<file path="config.mk">
export PLATFORM = sky130hd
export DESIGN_NAME = qspi_packet_rx
export DESIGN_NICKNAME = d
export VERILOG_FILES = /design/src/rtl/qspi_packet_rx_pkg.sv /design/src/rtl/qspi_rx_fifo.sv /design/src/rtl/qspi_packet_rx.sv
export SDC_FILE = /design/constraint.sdc
export NUM_CORES = 1
export LEC_CHECK = 0
export CAP_MARGIN = 20
export CORE_UTILIZATION = 40
export CTS_CLUSTER_SIZE = 25
export DETAILED_ROUTE_END_ITERATION = 7
export GPL_TIMING_DRIVEN = 0
export PLACE_DENSITY = 0.58
export SETUP_SLACK_MARGIN = 0.4
export SLEW_MARGIN = 0
export SYNTH_ARGS = -nofsm -noshare
export SYNTH_HDL_FRONTEND = slang
export SYNTH_SLANG_ARGS = --single-unit
</file>
<file path="constraint.sdc">
create_clock -name clk -period 9.3 [get_ports clk]
set_input_delay 0.93 -clock clk [delete_from_list [all_inputs] [get_ports clk]]
set_output_delay 0.93 -clock clk [all_outputs]
set_load 0.1 [all_outputs]
</file>
<file path="src/rtl/qspi_packet_rx_pkg.sv">
// Shared types and constants for the QSPI packet receiver.
// The FSM encoding and word geometry live here so the top and bench agree.
package qspi_pkg;
    localparam int NIBBLES_PER_WORD = 8;
    localparam int WORD_WIDTH       = 32;
    localparam int CNT_W            = 3;

    typedef enum logic [1:0] {
        WAIT_HIGH = 2'd0,
        IDLE      = 2'd1,
        RECV      = 2'd2,
        DONE      = 2'd3
    } state_e;
endpackage

</file>
<file path="src/rtl/qspi_rx_fifo.sv">
// Word FIFO, DEPTH x 32; head visible on pop_dat_o, zero when empty.
// Push is accepted when not full, or when full with a pop in the same cycle.
module qspi_rx_fifo #(
    parameter int DEPTH = 4
) (
    input  logic        clk,
    input  logic        rst_n,
    input  logic        push_vld_i,
    input  logic [31:0] push_dat_i,
    input  logic        pop_rdy_i,
    output logic        pop_vld_o,
    output logic [31:0] pop_dat_o,
    output logic        full_o,
    output logic        empty_o
);
    localparam int AW = $clog2(DEPTH);

    logic [31:0] mem_q [DEPTH];
    logic [AW:0] wr_ptr_q, rd_ptr_q;
    logic        pop, push_ok;

    assign empty_o   = (wr_ptr_q == rd_ptr_q);
    assign full_o    = (wr_ptr_q[AW] != rd_ptr_q[AW]) &&
                       (wr_ptr_q[AW-1:0] == rd_ptr_q[AW-1:0]);
    assign pop_vld_o = !empty_o;
    assign pop_dat_o = empty_o ? 32'd0 : mem_q[rd_ptr_q[AW-1:0]];
    assign pop       = pop_vld_o && pop_rdy_i;
    assign push_ok   = push_vld_i && (!full_o || pop);

    always_ff @(posedge clk) begin
        if (!rst_n) begin
            wr_ptr_q <= '0;
            rd_ptr_q <= '0;
        end else begin
            if (push_ok) wr_ptr_q <= wr_ptr_q + 1'b1;
            if (pop)     rd_ptr_q <= rd_ptr_q + 1'b1;
        end
    end

    always_ff @(posedge clk) begin
        if (push_ok) mem_q[wr_ptr_q[AW-1:0]] <= push_dat_i;
    end
endmodule

</file>
<file path="src/rtl/qspi_packet_rx.sv">
// QSPI nibble receiver: synchronizes CS/SCLK/data, assembles 8 nibbles per word, queues words.
// Word pushed at the end of the cycle the 8th SCLK rise is seen; dropped with an overflow pulse when full.
module qspi_packet_rx #(
    parameter int DEPTH       = 4,
    parameter int SYNC_STAGES = 2
) (
    input  logic        clk,
    input  logic        rst_n,
    input  logic        qspi_cs,
    input  logic        qspi_clk,
    input  logic [3:0]  qspi_data,
    output logic [31:0] rx_data,
    output logic        rx_valid,
    input  logic        rx_ready,
    output logic        frame_err,
    output logic        overflow,
    output logic [7:0]  word_count
);
    import qspi_pkg::*;

    logic [SYNC_STAGES-1:0]      cs_sync_q, sclk_sync_q, warm_q;
    logic [SYNC_STAGES-1:0][3:0] data_sync_q;
    logic                        sclk_prev_q;
    logic                        cs_s, sclk_s, rise, warm;
    logic [3:0]                  data_s;

    state_e                 state_q, state_d;
    logic [CNT_W-1:0]       cnt_q, cnt_d;
    logic [WORD_WIDTH-1:0]  shift_q, shift_d;
    logic                   push, ferr_d;
    logic                   fifo_full, fifo_empty, pop, push_ok;
    logic                   frame_err_q, overflow_q;
    logic [7:0]             word_count_q;

    always_ff @(posedge clk) begin
        if (!rst_n) begin
            cs_sync_q   <= '1;
            sclk_sync_q <= '0;
            data_sync_q <= '0;
            warm_q      <= '0;
            sclk_prev_q <= 1'b0;
        end else begin
            cs_sync_q   <= {cs_sync_q[SYNC_STAGES-2:0], qspi_cs};
            sclk_sync_q <= {sclk_sync_q[SYNC_STAGES-2:0], qspi_clk};
            data_sync_q <= {data_sync_q[SYNC_STAGES-2:0], qspi_data};
            warm_q      <= {warm_q[SYNC_STAGES-2:0], 1'b1};
            sclk_prev_q <= sclk_s;
        end
    end

    assign cs_s   = cs_sync_q[SYNC_STAGES-1];
    assign sclk_s = sclk_sync_q[SYNC_STAGES-1];
    assign data_s = data_sync_q[SYNC_STAGES-1];
    assign rise   = sclk_s && !sclk_prev_q;
    // The reset value of the CS synchronizer is not a real observation of the pin;
    // WAIT_HIGH only trusts cs once a sampled value has reached the last stage.
    assign warm   = warm_q[SYNC_STAGES-1];

    always_ff @(posedge clk) begin
        if (!rst_n) begin
            state_q <= WAIT_HIGH;
            cnt_q   <= '0;
            shift_q <= '0;
        end else begin
            state_q <= state_d;
            cnt_q   <= cnt_d;
            shift_q <= shift_d;
        end
    end

    always_comb begin
        state_d = state_q;
        case (state_q)
            WAIT_HIGH: if (warm && cs_s) state_d = IDLE;
            IDLE:      if (!cs_s) state_d = RECV;
            RECV: begin
                if (cs_s)                                  state_d = IDLE;
                else if (rise && cnt_q == CNT_W'(NIBBLES_PER_WORD - 1)) state_d = DONE;
            end
            DONE:      if (cs_s) state_d = IDLE;
            default:   state_d = WAIT_HIGH;
        endcase
    end

    always_comb begin
        cnt_d   = cnt_q;
        shift_d = shift_q;
        push    = 1'b0;
        ferr_d  = 1'b0;
        case (state_q)
            IDLE: begin
                if (!cs_s) begin
                    cnt_d   = '0;
                    shift_d = '0;
                end
            end
            RECV: begin
                if (cs_s) begin
                    ferr_d = (cnt_q != '0);
                end else if (rise) begin
                    shift_d = {shift_q[WORD_WIDTH-5:0], data_s};
                    cnt_d   = cnt_q + 1'b1;
                    push    = (cnt_q == CNT_W'(NIBBLES_PER_WORD - 1));
                end
            end
            default: ;
        endcase
    end

    assign pop     = rx_valid && rx_ready;
    assign push_ok = push && (!fifo_full || pop);

    qspi_rx_fifo #(.DEPTH(DEPTH)) u_fifo (
        .clk        (clk),
        .rst_n      (rst_n),
        .push_vld_i (push),
        .push_dat_i (shift_d),
        .pop_rdy_i  (rx_ready),
        .pop_vld_o  (rx_valid),
        .pop_dat_o  (rx_data),
        .full_o     (fifo_full),
        .empty_o    (fifo_empty)
    );

    always_ff @(posedge clk) begin
        if (!rst_n) begin
            frame_err_q  <= 1'b0;
            overflow_q   <= 1'b0;
            word_count_q <= '0;
        end else begin
            frame_err_q  <= ferr_d;
            overflow_q   <= push && !push_ok;
            if (push_ok) word_count_q <= word_count_q + 8'd1;
        end
    end

    assign frame_err  = frame_err_q;
    assign overflow   = overflow_q;
    assign word_count = word_count_q;

    logic unused_empty;
    assign unused_empty = fifo_empty;
endmodule
</file>
==> results.ini <==
[run_status]
status=finished, final reports clean

[clock_network]
tritoncts=done
clk_pin_slew_ns=0.07
cts.path.max_buffers=2
cts_buffers=17
cts_root_buf=clkbuf_16
post_cts_buffers=0
cts_max_level=4
cts_resized=0
clk_latency_ns=0.43
cts_num_sinks=198
cts_hold_buf=0

[power_and_ir_drop]
power_frac_comb_pct=6.2
p_sw_share_pct=22.0
powerDensity_mw_per_mm2=187
vdd_drop_max_mv=0.173
seqPwrFrac_pct=52.9
clockPowerShare_pct=40.9
p_int_uw=1380
power_switching_uw=390
total_power_uw=1770
p_leak_uw=0.00321

[synth]
synth_cell_types=43
synth.avg_cell_area_sq_um=16.0
yosysWarnings=0
synth-seq-area-share_pct=66.1
synthCells=495
synth_enable_flop_cells=128
ys_ff_latch=198
syn-cell-area_sq_mm=0.00793
synthesis.nets=518
postSynth.asyncResetShare_pct=0
synth_flop_cell=edfxtp_1

[placed_design]
port_buffers=51
dpl.cell_count=816
hpwlAfterDp_um=10600
post_dp_cell_area_sq_mm=0.00889
finalWeightedCongestion=0.785

[global_routing]
grt_max_degree=27
grtUsageTotal_pct=16.7
first_global_vias=4541
grt_pass1_wl_um=25000
grt_antenna_before_repair=0
grt-ovfl-total=0

[sta]
tns_ns=0
rsz0062_at_grt=false
maxSlewHeadroom_pct=34.9
period_minus_slack_ns=4.31
tightest_slew_ns=0.973
final-hold-violation-count=0
drv_slew=0
finalSetupViolCount=0
finClkSkew_ns=0.0112
max_freq_mhz=232
period_share_pct=46.3

[hold_path]
hold_path_class=flop to flop

[detailed_routing]
num_vias=4501
wl_um=15700
final_antenna_net_count=0
routedWlPerCell_um=18.5
drtIter0Drc=208
via_per_inst=5.31
dr.pass1.iters=4
drc_errors=0

[cells_and_area]
nNetsFinal=593
n_fill_cell=1647
utilization_pct=48.7
fin_cells=848
drive_above_1_share_pct=16.8
finish.instance_area_sq_mm=0.00947
area_growth_pct=19.4
num_antenna_cells=0

[floorplanning]
die_x_um=143
die_h_um=143
die-area_sq_mm=0.0204
num_rows=51
ioPinCount=52
core_area_sq_mm=0.0195
start_util_pct=40.8

[worst_setup_path]
required_ns=8.37
endpoint_kind=output pin
path_class=flop to output pin
r2r_setup_slack_ns=6.52
cp_max_fo=10
worstSetupStartpointType=flop
arrival_ns=3.38

[run]
drv_cap=0

[final timing paths]
kind,from,end,cells past startpoint
max,u_fifo.wr_ptr_q[0],rx_data[27],5
min,cs_sync_q[0],cs_sync_q[1],1
max reg2reg,state_q[0],u_fifo.mem_q[3][14],9
min reg2reg,cs_sync_q[0],cs_sync_q[1],1
[synth_stat cells (3+ instances only)]
master	n	area share [%]
nor2_1	9	0.43
and2_1	16	1.3
dfxtp_1	70	18
a21oi_1	11	0.69
clkbuf_1	16	0.76
mux4_2	32	9.1
inv_1	10	0.47
nand2b_1	7	0.55
nand3_1	5	0.32
nor2b_1	14	1.1
nand2_1	13	0.62
buf_2	15	0.95
a22o_1	32	3.5
ha_1	14	2.2
mux2_2	3	0.43
mux2i_1	6	0.76
edfxtp_1	128	48
o21ai_1	3	0.19
and2b_1	19	1.8
o31ai_1	4	0.38
a32o_1	32	4.0
or4_1	4	0.38
xor2_2	3	0.62
[power by group through the flow]
stage               clock (uW)  sequential (uW)  combinational [uW]
floorplan                    0              953                74.7
global placement             0              954                 108
detailed placement           0              954                 110
CTS                        738              935                 109
global route               769              935                 120
finish                     724              935                 110
[sequential cells by signal (all words and copies together), names as in the netlist, 3 cells and up, named ones only]
name             flops
u_fifo.mem_q       128
shift_q             32
word_count           8
data_s               4
data_sync_q          4
cnt_q                3
u_fifo.rd_ptr_q      3
u_fifo.wr_ptr_q      3
[stage by stage]
| stage | worst slack [ns] | hold slack (ns) |
|---|---|---|
| 2_1_floorplan | 5.95 | 0.386 |
| 3_3_place_gp | 4.68 | 0.393 |
| 3_5_place_dp | 5.37 | 0.392 |
| 4_1_cts | 4.90 | 0.408 |
| 5_1_grt | 4.79 | 0.438 |
| 6_report | 4.99 | 0.407 |
[metal layers]
layer | wire length, um | vias up | track usage (%)
met3 | 473 | 12 | 3.39
met5 | 0 | - | 0
li1 | - | 2091 | -
met4 | 182 | 0 | 5.49
met1 | 7060 | 2307 | 21.3
met2 | 7940 | 91 | 28.5
[cell type report]
| cell class | instances | area (sq um) | share of cell area (%) |
|---|---|---|---|
| flip-flops and latches | 198 | 5250 | 55.4 |
| multi-input cells | 252 | 2490 | 26.3 |
| repair buffers | 56 | 613 | 6.47 |
| clock buffers | 24 | 483 | 5.10 |
| well taps | 265 | 332 | 3.50 |
| plain buffers | 35 | 178 | 1.88 |
| clock inverters | 8 | 97.6 | 1.03 |
| inverters | 10 | 37.5 | 0.396 |
[critical path, cell delays in order (launching register included)]
cell             delay, ns
dfxtp_1               0.47
xor2_2                0.17
nor3_2                0.70
clkbuf_1              0.41
and2b_1               0.24
clkdlybuf4s50_1       0.96
[placed cells by master, fill, tap and decap left out, types with 4 or more instances in the layout]
master,count
a21oi_1,11
a22o_1,32
a32o_1,32
and2_1,13
and2b_1,19
buf_2,15
clkbuf_1,21
clkbuf_16,18
clkdlybuf4s50_1,51
clkinv_2,4
dfxtp_1,70
edfxtp_1,128
ha_1,14
inv_1,10
mux2i_1,6
mux4_2,32
nand2_1,13
nand2b_1,7
nand3_1,5
nor2_1,9
nor2b_1,14
o31ai_1,4
or4_1,4
[kinds of logic after synthesis]
family	synth area share, %
compound gates	9.43
xor+xnor	0.836
fa+ha+maj	2.21
buf+inv	2.71
flops	66.1
mux	10.3
simple gates	8.42
Power figures use the tool's default switching activity.
